**src/rtl/register_access_pkg.sv**
```systemverilog
// Shared types for the register access arbiter.
//   req_id_t : which requester owns a slot or a read response
//   op_t     : write or read operation
//   N_REQ    : number of requesters sharing the register-block port
package register_access_pkg;

    typedef enum logic {REQ_A, REQ_B} req_id_t;
    typedef enum logic {OP_WRITE, OP_READ} op_t;

    localparam int N_REQ = 2;

endpackage

```
**src/rtl/request_slot.sv**
```systemverilog
// One-deep holding register for a single requester operation.
// Ports:
//   clk, i_reset       : clock, synchronous active-high reset
//   load               : strobe from the requester
//   load_addr/load_data: payload captured on an accepted load
//   grant              : arbiter is issuing this slot this cycle
//   valid, addr, data  : current slot contents
//   drop               : load rejected because the slot is full and not draining
module request_slot
    import register_access_pkg::*;
#(
    parameter int ADDR_WIDTH = 8,
    parameter int WIDTH      = 32
) (
    input  logic                  clk,
    input  logic                  i_reset,
    input  logic                  load,
    input  logic [ADDR_WIDTH-1:0] load_addr,
    input  logic [WIDTH-1:0]      load_data,
    input  logic                  grant,
    output logic                  valid,
    output logic [ADDR_WIDTH-1:0] addr,
    output logic [WIDTH-1:0]      data,
    output logic                  drop
);

    // A slot being granted this cycle frees up in time to take a new strobe.
    logic accept;
    assign accept = load && (!valid || grant);
    assign drop   = load && valid && !grant;

    always_ff @(posedge clk) begin
        if (i_reset) begin
            valid <= 1'b0;
        end else if (accept) begin
            valid <= 1'b1;
        end else if (grant) begin
            valid <= 1'b0;
        end
    end

    // NOTE: payload registers are not reset; valid alone qualifies them.
    always_ff @(posedge clk) begin
        if (accept) begin
            addr <= load_addr;
            data <= load_data;
        end
    end

endmodule

```
**src/rtl/register_access_arbiter.sv**
```systemverilog
// Shares the single write/read port of the register block between requester A
// (UART command parser) and requester B (second on-chip master).
// Ports:
//   clk, i_reset                      : clock, synchronous active-high reset
//   i_X_w_en/_w_addr/_w_value         : write strobe from requester X (a/b)
//   i_X_r_en/_r_addr                  : read strobe from requester X
//   o_X_r_value/_r_valid              : read response routed back to requester X
//   o_m_w_en/_w_addr/_w_value         : write issued to the register block
//   o_m_r_en/_r_addr                  : read issued to the register block
//   i_m_r_value/_r_valid              : register block response, one cycle after o_m_r_en
//   o_overflow                        : sticky drop flags, bit 0 = A, bit 1 = B
//   i_clear_overflow                  : clears o_overflow (a same-cycle drop wins)
module register_access_arbiter
    import register_access_pkg::*;
#(
    parameter int WIDTH      = 32,
    parameter int ADDR_WIDTH = 8
) (
    input  logic                  clk,
    input  logic                  i_reset,

    input  logic                  i_a_w_en,
    input  logic [ADDR_WIDTH-1:0] i_a_w_addr,
    input  logic [WIDTH-1:0]      i_a_w_value,
    input  logic                  i_a_r_en,
    input  logic [ADDR_WIDTH-1:0] i_a_r_addr,
    output logic [WIDTH-1:0]      o_a_r_value,
    output logic                  o_a_r_valid,

    input  logic                  i_b_w_en,
    input  logic [ADDR_WIDTH-1:0] i_b_w_addr,
    input  logic [WIDTH-1:0]      i_b_w_value,
    input  logic                  i_b_r_en,
    input  logic [ADDR_WIDTH-1:0] i_b_r_addr,
    output logic [WIDTH-1:0]      o_b_r_value,
    output logic                  o_b_r_valid,

    output logic                  o_m_w_en,
    output logic [ADDR_WIDTH-1:0] o_m_w_addr,
    output logic [WIDTH-1:0]      o_m_w_value,
    output logic                  o_m_r_en,
    output logic [ADDR_WIDTH-1:0] o_m_r_addr,
    input  logic [WIDTH-1:0]      i_m_r_value,
    input  logic                  i_m_r_valid,

    output logic [N_REQ-1:0]      o_overflow,
    input  logic                  i_clear_overflow
);

    // Slot index is {requester, op}: 0 = A write, 1 = A read, 2 = B write, 3 = B read.
    logic [3:0]            slot_load;
    logic [3:0]            slot_grant;
    logic [3:0]            slot_valid;
    logic [3:0]            slot_drop;
    logic [ADDR_WIDTH-1:0] slot_load_addr [4];
    logic [WIDTH-1:0]      slot_load_data [4];
    logic [ADDR_WIDTH-1:0] slot_addr      [4];
    logic [WIDTH-1:0]      slot_data      [4];

    assign slot_load         = {i_b_r_en, i_b_w_en, i_a_r_en, i_a_w_en};
    assign slot_load_addr[0] = i_a_w_addr;
    assign slot_load_addr[1] = i_a_r_addr;
    assign slot_load_addr[2] = i_b_w_addr;
    assign slot_load_addr[3] = i_b_r_addr;
    assign slot_load_data[0] = i_a_w_value;
    assign slot_load_data[1] = '0;
    assign slot_load_data[2] = i_b_w_value;
    assign slot_load_data[3] = '0;

    for (genvar i = 0; i < 4; i++) begin : g_slot
        request_slot #(
            .ADDR_WIDTH (ADDR_WIDTH),
            .WIDTH      (WIDTH)
        ) u_slot (
            .clk       (clk),
            .i_reset   (i_reset),
            .load      (slot_load[i]),
            .load_addr (slot_load_addr[i]),
            .load_data (slot_load_data[i]),
            .grant     (slot_grant[i]),
            .valid     (slot_valid[i]),
            .addr      (slot_addr[i]),
            .data      (slot_data[i]),
            .drop      (slot_drop[i])
        );
    end

    req_id_t          rr_ptr;
    logic             owner_valid;
    req_id_t          owner_id;
    logic [N_REQ-1:0] overflow_q;

    logic    pend_a, pend_b;
    logic    any_grant;
    req_id_t win;
    op_t     win_op;
    logic [1:0] sel;

    assign pend_a = slot_valid[0] | slot_valid[1];
    assign pend_b = slot_valid[2] | slot_valid[3];

    // NOTE: every always_comb output gets a default first so no latch is inferred.
    always_comb begin
        any_grant   = 1'b0;
        win         = rr_ptr;
        slot_grant  = '0;
        o_m_w_en    = 1'b0;
        o_m_w_addr  = '0;
        o_m_w_value = '0;
        o_m_r_en    = 1'b0;
        o_m_r_addr  = '0;

        // Nothing is issued while reset is held, even if slots still look full.
        if (!i_reset) begin
            if (pend_a && pend_b) begin
                any_grant = 1'b1;
                win       = rr_ptr;
            end else if (pend_a) begin
                any_grant = 1'b1;
                win       = REQ_A;
            end else if (pend_b) begin
                any_grant = 1'b1;
                win       = REQ_B;
            end
        end

        // Write before read keeps a same-cycle write+read coherent.
        win_op = slot_valid[{win, OP_WRITE}] ? OP_WRITE : OP_READ;
        sel    = {win, win_op};

        if (any_grant) begin
            slot_grant[sel] = 1'b1;
            if (win_op == OP_WRITE) begin
                o_m_w_en    = 1'b1;
                o_m_w_addr  = slot_addr[sel];
                o_m_w_value = slot_data[sel];
            end else begin
                o_m_r_en    = 1'b1;
                o_m_r_addr  = slot_addr[sel];
            end
        end
    end

    always_ff @(posedge clk) begin
        if (i_reset) begin
            rr_ptr      <= REQ_A;
            owner_valid <= 1'b0;
            owner_id    <= REQ_A;
            overflow_q  <= '0;
        end else begin
            if (any_grant) begin
                rr_ptr   <= (win == REQ_A) ? REQ_B : REQ_A;
                owner_id <= win;
            end
            // The register block answers exactly one cycle later, so ownership
            // only needs to live for one cycle.
            owner_valid <= any_grant && (win_op == OP_READ);
            overflow_q  <= (overflow_q & ~{N_REQ{i_clear_overflow}})
                         | {slot_drop[2] | slot_drop[3], slot_drop[0] | slot_drop[1]};
        end
    end

    assign o_a_r_valid = !i_reset && i_m_r_valid && owner_valid && (owner_id == REQ_A);
    assign o_b_r_valid = !i_reset && i_m_r_valid && owner_valid && (owner_id == REQ_B);
    assign o_a_r_value = o_a_r_valid ? i_m_r_value : '0;
    assign o_b_r_value = o_b_r_valid ? i_m_r_value : '0;
    assign o_overflow  = i_reset ? '0 : overflow_q;

endmodule

```
**config.mk**
```make
export PLATFORM = sky130hd
export DESIGN_NAME = register_access_arbiter
export DESIGN_NICKNAME = d
export VERILOG_FILES = /design/src/rtl/register_access_pkg.sv /design/src/rtl/request_slot.sv /design/src/rtl/register_access_arbiter.sv
export SDC_FILE = /design/constraint.sdc
export NUM_CORES = 1
export LEC_CHECK = 0
export ABC_CLOCK_PERIOD_IN_PS = 3200
export BUFFER_PORTS_ARGS = -buffer_cell sky130_fd_sc_hd__buf_4
export CORE_UTILIZATION = 35
export CTS_BUF_LIST = sky130_fd_sc_hd__clkbuf_4
export CTS_CLUSTER_DIAMETER = 100
export DETAILED_ROUTE_END_ITERATION = 10
export GPL_ROUTABILITY_DRIVEN = 0
export PLACE_DENSITY = 0.73
export SKIP_CTS_REPAIR_TIMING = 1
export SKIP_LAST_GASP = 1
export SYNTH_ARGS = -nofsm -noshare
export SYNTH_HDL_FRONTEND = slang
export SYNTH_SLANG_ARGS = --single-unit
```
**constraint.sdc**
```tcl
create_clock -name clk -period 3.2 [get_ports clk]
set_clock_uncertainty 0.15 [all_clocks]
set_input_delay 0.16 -clock clk [delete_from_list [all_inputs] [get_ports clk]]
set_output_delay 0.16 -clock clk [all_outputs]
set_load 0.005 [all_outputs]
```
# After elaboration in Yosys (flattened, before gate mapping)
# Index checks and enable logic that the tools add are counted.
# Widths: inputs -> output; s select.
dict set report totals {
  inputBits 136
  ff_bits 105
  word_cells 104
}
dict set report classes {
  n_bitwise 9
  n_mux 41
  reduce_logical 36
  order_cmp 4
}
# operator n
set ops {}
lappend ops {{$mux 32} 6}
lappend ops {{$bmux 32 s2} 1}
lappend ops {{$mux 8} 6}
lappend ops {{$mux 1} 24}
lappend ops {{$logic_and 1x1->1} 19}
lappend ops {{$bmux 8 s2} 1}
lappend ops {{$logic_not 1->1} 9}
lappend ops {{$reduce_bool 2->1} 4}
lappend ops {{$lt 2x3->1 const B} 2}
lappend ops {{$logic_or 1x1->1} 4}
lappend ops {{$mux 4} 1}
lappend ops {{$or 1x1->1} 4}
lappend ops {{$ge 3x3->1 const B} 1}
lappend ops {{$not 2->3} 1}
lappend ops {{$and 2x2->2} 1}
lappend ops {{$demux 1 s2} 1}
lappend ops {{$ge 2x1->1 const B} 1}
lappend ops {{$mux 2} 1}
lappend ops {{$not 2->2} 1}
lappend ops {{$or 2x2->2} 1}
lappend ops {{$not 1->1} 1}

# Logic depth before layout (Yosys ltp)
# Gate-level depths: netlist (run 1).
dict set report logic_depth {
  word_depth 17
  depth_mapped 6
  depth_no_buf 3
}

# By module
# A second synthesis (run 1) with hierarchy kept.
dict set report hier_totals {
  cells_unflattened 507
  hier_area_um2 7422.1
}
# module cells_per_inst n_inst area_each_um2 seq_area_each_um2
set by_module_without_submodules {}
lappend by_module_without_submodules {request_slot 46 4 1260.0 1221.2}
lappend by_module_without_submodules {register_access_arbiter 323 1 2382.3 100.1}

# Least setup slack after synthesis (run 1)
# OpenSTA, ideal clock, no wires.
dict set report synth_timing {
  path_type {reg2reg}
  startpoint {register g_slot[0].u_slot.valid}
  endpoint {register g_slot[0].u_slot.addr[0], enable pin}
  n_path_buf 3
  setup_ns 0.401
  required_time_ns 2.649
  stages_incl_launch_ff 6
  synth_period_minus_slack_ns 2.428
  arrival_ns 1.877
  path_slack_ns 0.772
  path_cell_list {dfxtp_1 -> buf_6 -> clkbuf_1 -> clkbuf_1 -> o21ai_0 -> and2_1}
}
dict set report synth_via {
  elab_chain_len 14
}
# item line
set synth_lines {}
lappend synth_lines {{from (decl)} request_slot.sv:21} ;# output logic valid,
lappend synth_lines {{from (signal assigned)} request_slot.sv:34} ;# valid <= 1'b0;
lappend synth_lines {{from (signal assigned)} request_slot.sv:36} ;# valid <= 1'b1;
lappend synth_lines {{from (signal assigned)} request_slot.sv:38} ;# valid <= 1'b0;
lappend synth_lines {{$or 1x1->1} register_access_arbiter.sv:99} ;# assign pend_a = slot_valid[0] | slot_valid[1];
lappend synth_lines {{$mux 1 / $logic_and 1x1->1 (equally long branches)} {register_access_arbiter.sv:118, register_access_arbiter.sv:115}}
lappend synth_lines {{$mux 1} register_access_arbiter.sv:115} ;# if (pend_a && pend_b) begin
lappend synth_lines {{$mux 1} register_access_arbiter.sv:114} ;# if (!i_reset) begin
lappend synth_lines {{$mux 1 (not written as such) (2 in series)} register_access_arbiter.sv:128} ;# win_op = slot_valid[{win, OP_WRITE}] ? OP_WRITE : OP_READ;
lappend synth_lines {{$mux 1} register_access_arbiter.sv:128}
lappend synth_lines {{$lt 2x3->1 (not written as such) / $ge 2x1->1 (equally long branches)} register_access_arbiter.sv:132} ;# slot_grant[sel] = 1'b1;
lappend synth_lines {{$logic_and 1x1->1 (not written as such)} register_access_arbiter.sv:132}
lappend synth_lines {{$mux 1 (not written as such)} register_access_arbiter.sv:132}
lappend synth_lines {{$demux 1 s2} register_access_arbiter.sv:132}
lappend synth_lines {{$mux 4} register_access_arbiter.sv:131} ;# if (any_grant) begin
lappend synth_lines {{$logic_or 1x1->1 *} request_slot.sv:29} ;# assign accept = load && (!valid || grant);
lappend synth_lines {{$logic_and 1x1->1 *} request_slot.sv:29}
lappend synth_lines {{named net g_slot[0].u_slot.accept} request_slot.sv:28} ;# logic accept;
lappend synth_lines {{to (signal assigned)} request_slot.sv:45} ;# addr <= load_addr;
lappend synth_lines {{to (decl)} request_slot.sv:22} ;# output logic [ADDR_WIDTH-1:0] addr,
# The timed path passes the listed nets; every way through them passes the cells marked *. The select of a mux whose other input is x is not followed.
# A chain may end at the register's enable or synchronous reset.

# Final worst setup path (run 1)
dict set report layout_timing {
  startpoint {input i_reset}
  endpoint {output o_m_w_value[11]}
}
dict set report layout_via {
  elab_chain_len 10
}
# item line
set layout_lines {}
lappend layout_lines {{from (decl)} register_access_arbiter.sv:20} ;# input logic i_reset,
lappend layout_lines {{$mux 1} register_access_arbiter.sv:114}
lappend layout_lines {{$mux 1 (not written as such) (2 in series)} register_access_arbiter.sv:128}
lappend layout_lines {{$mux 1} register_access_arbiter.sv:128}
lappend layout_lines {{$not 2->3 (not written as such)} register_access_arbiter.sv:136} ;# o_m_w_value = slot_data[sel];
lappend layout_lines {{$bmux 32 s2} register_access_arbiter.sv:136}
lappend layout_lines {{$mux 32 (not written as such) (2 in series)} register_access_arbiter.sv:136}
lappend layout_lines {{$mux 32} register_access_arbiter.sv:133} ;# if (win_op == OP_WRITE) begin
lappend layout_lines {{$mux 32 *} register_access_arbiter.sv:131}
lappend layout_lines {{to (decl)} register_access_arbiter.sv:40} ;# output logic [WIDTH-1:0] o_m_w_value,
# Mark *: on every way between the ends. The rest lies on a longest branch, timed or not. The select of a mux whose other input is x is not followed.

==> results.md, run 1 <==
- Port Buffer Count: 253
- GRT Total Usage: 0.2030
- CP cell instances: dlygate4sd3_1 -> buf_4 -> nor2b_4 -> o311ai_1 -> a211oi_1 -> buf_4
- Max-slew violations: 0
- Pwr per Cell Area: 362.1 nW/um^2
- Post-synth EDFFs: 96
- Final hold violation count: 0
- Distinct cells, synth: 41
- Net count after synthesis: 590
- Fillers: 1,253
- Initial core utilization: 0.3621
- Pre-CTS worst setup slack: 0.5109 ns
- Final Cycle Share: 0.9686
- Total power: 0.003180 W
- Post-synth top area share: 0.5180
- Cells after Synth: 454
- Die Wd: 128.1 um
- Most frequent cell after synthesis: edfxtp_1
- Met2 WL post-DR: 9916 um
- Outcome: completed
- Post-route ant nets: 0
- H-tree depth: 3
- Layout cells sized above 1: 0.4038
- Cell taking the most area after synthesis: edfxtp_1
- Leak Pwr: 3.444 nW
- Peak Freq: 322.6 MHz
- Worst setup margin: 0.1005 ns
- Chip Height: 128.1 um
- Pin count of the biggest net entering global routing: 50
- Sequential share of the synthesized area: 0.5504
- Vias in the first global route: 4,539
- CP most frequent cell: buf_4
- DP HPWL: 12,520 um
- 1st-pass router iterations: 5
- Core area: 15,370 sq um
- Final #Nets: 911
- # rows: 45
- Setup TNS: 0 ns
- Final setup vio count: 0
- DR iter-0 viols: 251
- Top cells by count, synth: edfxtp_1, and2_1, a211oi_1
- HP Class: input pin to register
- Detail-routed via count per cell: 5.422
- WHS Path Cells: 2
- Critical path class: input pin to primary output
- DRC viols: 0
- Die outline area: 16,410 sq um
- Syn_area_per_cell: 12.26 sq um
- Num CTS Buffers: 9
- First-pass GRT wire length: 25,000 um
- Io pins: 254
- CTS tree: built
- Reg2Reg Depth: 3
- Slowest stage delay, CP: 0.92 ns
- Cell Area, Synth: 5565 sq um
- Reg2Reg Setup Slack: 0.77 ns
- Synthesis-stage register bit count: 105
- Synth-to-Final Area Change: 57.82%
- Worst EP required: 2.89 ns
- Slowest stage cell, crit path: nor2b_4
- VDD IR-drop max: 0.0003930 V
- Max cap viols: 0
- Critical path depth: 6
- Core Util, Final: 0.5714
- Reg-to-Reg End: g_slot[0].u_slot.data[1]
- Initial antenna violation count: 1
- Met3 WL: 1648 um
- Hold Path End: g_slot[0].u_slot.data[12]
- Top cells by area, synth: edfxtp_1, and2_1, o221ai_1, o311ai_1, a211oi_1
- CP max FO: 40
- Worst Path Arrival: 2.79 ns
- Via count: 5,379
- CP bufs+invs: 3
- Async SR Flop Fraction: 0
- Hold_sp: i_a_w_value[12]
- CP Launch Type: input pin
- Maximum buffer depth of the clock tree: 2
- Clock Pin Slew Worst Setup and Hold Paths: 0.18 ns
- Grt ovf: 0
- Skew-Pair Late Insertion Delay: 0.49 ns
- Met1 WL: 7347 um
- Slew HR: 0.1463
- DR top layer: met4
- Sink Count: 105
- Most used DFF post-synth: edfxtp_1
- Clock root cell: clkbuf_4
- Synthesis warning total: 0
- Reg2reg start: g_slot[2].u_slot.valid
- Tmin final: 3.099 ns
- Drt wl/cell: 19.34 um
- Worst-Margin Slew: 1.278 ns
- Final WL: 19,190 um
- Critical path's top delay family: buffers and inverters
- Crit. End Element: primary output
[cell families after synthesis]
| group | synth area share |
|---|---|
| simple gates | 0.1075 |
| flops | 0.5504 |
| compound gates | 0.2797 |
| buf+inv | 0.06250 |
[how the worst max path moves through the flow]
stage | endpoint | start
6_report | o_m_w_value[11] | i_reset
5_1_grt | o_m_w_value[22] | i_reset
4_1_cts | o_m_r_addr[0] | rr_ptr
3_5_place_dp | o_m_r_addr[0] | rr_ptr
3_3_place_gp | o_m_r_addr[6] | rr_ptr
2_1_floorplan | g_slot[0].u_slot.addr[0] | g_slot[0].u_slot.valid
[where the power goes]
| group | switching [W] | total, W | internal, W |
|---|---|---|---|
| logic | 0.000389 | 0.000776 | 0.000387 |
| registers | 0.0000626 | 0.00166 | 0.00160 |
| clock network | 0.000491 | 0.000743 | 0.000252 |
[per-stage QoR]
step                      hold slack [ns]  instance area, sq um  cells
after floorplan                    0.1089                  5565    454
final                              0.2136                  8783    992
after global routing               0.1847                  8783    992
after global placement             0.1879                  7541    868
after CTS                         -0.3579                  7695    884
after detailed placement           0.1893                  7541    868
[flip-flops by register name, indices dropped and copies added, names as in the netlist]
name                 cells
owner_valid              1
overflow_q               2
g_slot.u_slot.data      64
owner_id                 1
g_slot.u_slot.valid      4
g_slot.u_slot.addr      32
rr_ptr                   1
[layout by cell type (no fill, tap or decap), drive strengths merged]
master and count:
a2111oi 8, buf 266, inv 4, o211ai 2, clkbuf 9, clkinv 4, dlygate4sd3 107, nor3b 1
or3 1, o311a 8, and2 68, nand3 8, o311ai 34, or2 2, nor2b 3, a21oi 24
nand2b 3, edfxtp 96, o221ai 32, a211oi 41, clkinvlp 1, bufinv 1, a221o 8, diode 1
o31a 1, o21ai 2, a31oi 2, a21o 1, o31ai 3, o21ba 2, nor2 5, o21bai 3
o221a 8, o21a 1, dfxtp 9, nor3 2, nand2 10
[cell type report]
cell class	instances	area [sq um]	area share
diodes	1	2.502	0.0002849
clock buffers	9	67.56	0.007692
clock inverters	7	86.33	0.009829
inverters	3	11.26	0.001282
multi-input cells	283	2217	0.2524
flip-flops and latches	105	3067	0.3491
well taps	211	264.0	0.03006
repair buffers	373	3068	0.3493
[layer usage]
layer  vias up  GRT usage
li1       2496          -
met1      2546     0.2348
met2       314     0.3597
met3        23    0.07554
met4         0    0.03806
met5         -          0
(Power assumes the default switching activity.)
==> inputs of run 2 (changes only) <==
==> constraint.sdc (replaced) <==
create_clock -name clk -period 3.2 [get_ports clk]
set_clock_uncertainty 0.15 [all_clocks]
set_input_delay 0.32 -clock clk [delete_from_list [all_inputs] [get_ports clk]]
set_output_delay 0.32 -clock clk [all_outputs]
set_load 0.005 [all_outputs]
==> run 2 against run 1 <==
Combinational power increased by 3.9%. Core utilization about the same. Critical path type is now register to primary output. Critical path depth decreased by 1. Die area unchanged. Worst hold slack got worse by 0.14 ns. Largest power group unchanged.
==> results.md, run 2 (synthesis gave the netlist of run 1 again) <==
- Die Wd: 128.1 um (unchanged)
- 1st-pass router iterations: 5 (unchanged)
- GRT Total Usage: 0.2079 (+0.004872)
- Leak Pwr: 3.459 nW (+0.45%)
- Grt ovf: 0 (unchanged)
- Most common cell after layout, fill and taps aside: buf_4
- DR top layer: met4
- CP max FO: 29 (-28%)
- # rows: 45 (unchanged)
- Internal power: 0.002184 W (-2.4%)
- Final hold violation count: 0 (unchanged)
- CP Launch Type: register
- Io pins: 254 (unchanged)
- Pin count of the biggest net entering global routing: 49 (-2.0%)
- Crit. End Element: primary output
- DP HPWL: 12,860 um (+2.7%)
- Final #Nets: 914 (+0.33%)
- Skew-Pair Late Insertion Delay: 0.49 ns (about the same)
- Synth-to-Final Area Change: 57.80% (about the same)
- DRC viols: 0 (unchanged)
- Fillers: 1,225 (-2.2%)
- Final WL: 19,690 um (+2.6%)
- Final Cycle Share: 0.9539 (-0.01466)
- Initial core utilization: 0.3621 (unchanged)
- Core area: 15,370 sq um (unchanged)
- Biggest register: g_slot.u_slot.data
- Met2 WL post-DR: 9966 um (+0.50%)
- Num CTS Buffers: 9 (unchanged)
- Pwr per Cell Area: 355.9 nW/um^2 (-1.7%)
- CTS tree: built
- Max cap viols: 0 (unchanged)
- Reg2Reg Setup Slack: 0.79 ns (+0.02 ns)
- VDD IR-drop max: 0.0003013 V (-23%)
- DR iter-0 viols: 435 (+73%)
- Clock root cell: clkbuf_4
- Met3 WL: 1816 um (+10%)
- Worst EP required: 2.73 ns (-0.16 ns)
- First-pass GRT wire length: 25,630 um (+2.5%)
- Sink Count: 105 (unchanged)
- Net switching power: 0.0009416 W (about the same)
- Peak Freq: 327.6 MHz (+1.5%)
- Initial antenna violation count: 1 (unchanged)
- Die outline area: 16,410 sq um (unchanged)
- Port Buffer Count: 253 (unchanged)
- Maximum buffer depth of the clock tree: 2 (unchanged)
- Sw frac: 0.3013 (+0.004929)
- Area after DPL: 7621 sq um (+1.1%)
- Largest registers: g_slot.u_slot.data: 64 flops, g_slot.u_slot.addr: 32 flops, g_slot.u_slot.valid: 4 flops
- Final setup vio count: 0 (unchanged)
- Via count: 5,546 (+3.1%)
- Detail-routed via count per cell: 5.574 (+2.8%)
- Layout cells sized above 1: 0.4163 (+0.01250)
- Max-slew violations: 0 (unchanged)
- Worst Path Arrival: 2.58 ns (-0.21 ns)
- Outcome: completed
- Sequential Power Share: 0.528 (+0.005)
- Worst-Margin Slew: 0.6043 ns (-0.6733 ns)
- Combinational power share: 0.258 (+0.014)
- H-tree depth: 3 (unchanged)
- Max reg flops: 64 (unchanged)
- Clock Pin Slew Worst Setup and Hold Paths: 0.17 ns (about the same)
- Setup TNS: 0 ns (unchanged)
- Core Util, Final: 0.5713 (about the same)
- Tmin final: 3.053 ns (-0.04691 ns)
- Vias in the first global route: 4,679 (+3.1%)
- Final instance area: 8782 sq um (about the same)
- Chip Height: 128.1 um (unchanged)
- WHS: 0.07596 ns (-0.1377 ns)
- Slew HR: 0.5963 (+0.4500)
- Drt wl/cell: 19.79 um (+2.3%)
- Met1 WL: 7463 um (+1.6%)
- HP Class: input pin to register
- Critical path class: register to primary output
- Post-route ant nets: 0 (unchanged)
- Most frequent cells in the layout: buf_4, dlygate4sd3_1, edfxtp_1
- Clock power share: 0.214 (-0.020)
-- run 2: worst paths after layout --
path	startpoint	endpoint	cells after the start
setup / recovery	rr_ptr	o_m_w_value[8]	5
hold / removal	i_reset	g_slot[0].u_slot.valid	2
setup reg to reg	g_slot[2].u_slot.valid	g_slot[0].u_slot.data[22]	5
hold reg to reg	overflow_q[1]	overflow_q[1]	2
-- run 2: layer usage --
| layer | global-route usage | vias to the layer above |
|---|---|---|
| li1 | - | 2508 |
| met1 | 0.2499 | 2627 |
| met2 | 0.3590 | 366 |
| met3 | 0.06386 | 45 |
| met4 | 0.05675 | 0 |
| met5 | 0 | - |
-- run 2: area by class of cell --
class                           instances  area (sq um)  area share
Antenna cell                            1         2.502   0.0002849
Clock buffer                           10         75.07    0.008548
Clock inverter                          6         56.30    0.006411
Sequential cell                       105          3068      0.3493
Inverter                                3         11.26    0.001282
Tap cell                              211         264.0     0.03006
Multi-Input combinational cell        283          2217      0.2525
Timing Repair Buffer                  376          3088      0.3516
-- run 2: critical path: stages (launching register included) --
cell	delay, ns
dfxtp_4	0.61
o31a_1	0.45
buf_4	0.32
o221ai_1	0.14
a211oi_1	0.36
buf_4	0.18
-- run 2: stage by stage --
step                power (W)  setup WS (ns)  instances
global route         0.003247      -0.001973        995
floorplan            0.002040         0.7720        454
detailed placement   0.002360         0.5009        877
finish               0.003125         0.1474        995
CTS                  0.002999       -0.07087        893
global placement     0.002339         0.5841        877
-- run 2: power groups by stage --
stage | clock network [W] | logic [W] | registers, W
after floorplan | 0 | 0.000389 | 0.00165
after global placement | 0 | 0.000665 | 0.00167
after detailed placement | 0 | 0.000684 | 0.00168
after CTS | 0.000666 | 0.000685 | 0.00165
after global routing | 0.000732 | 0.000855 | 0.00166
final | 0.000668 | 0.000806 | 0.00165
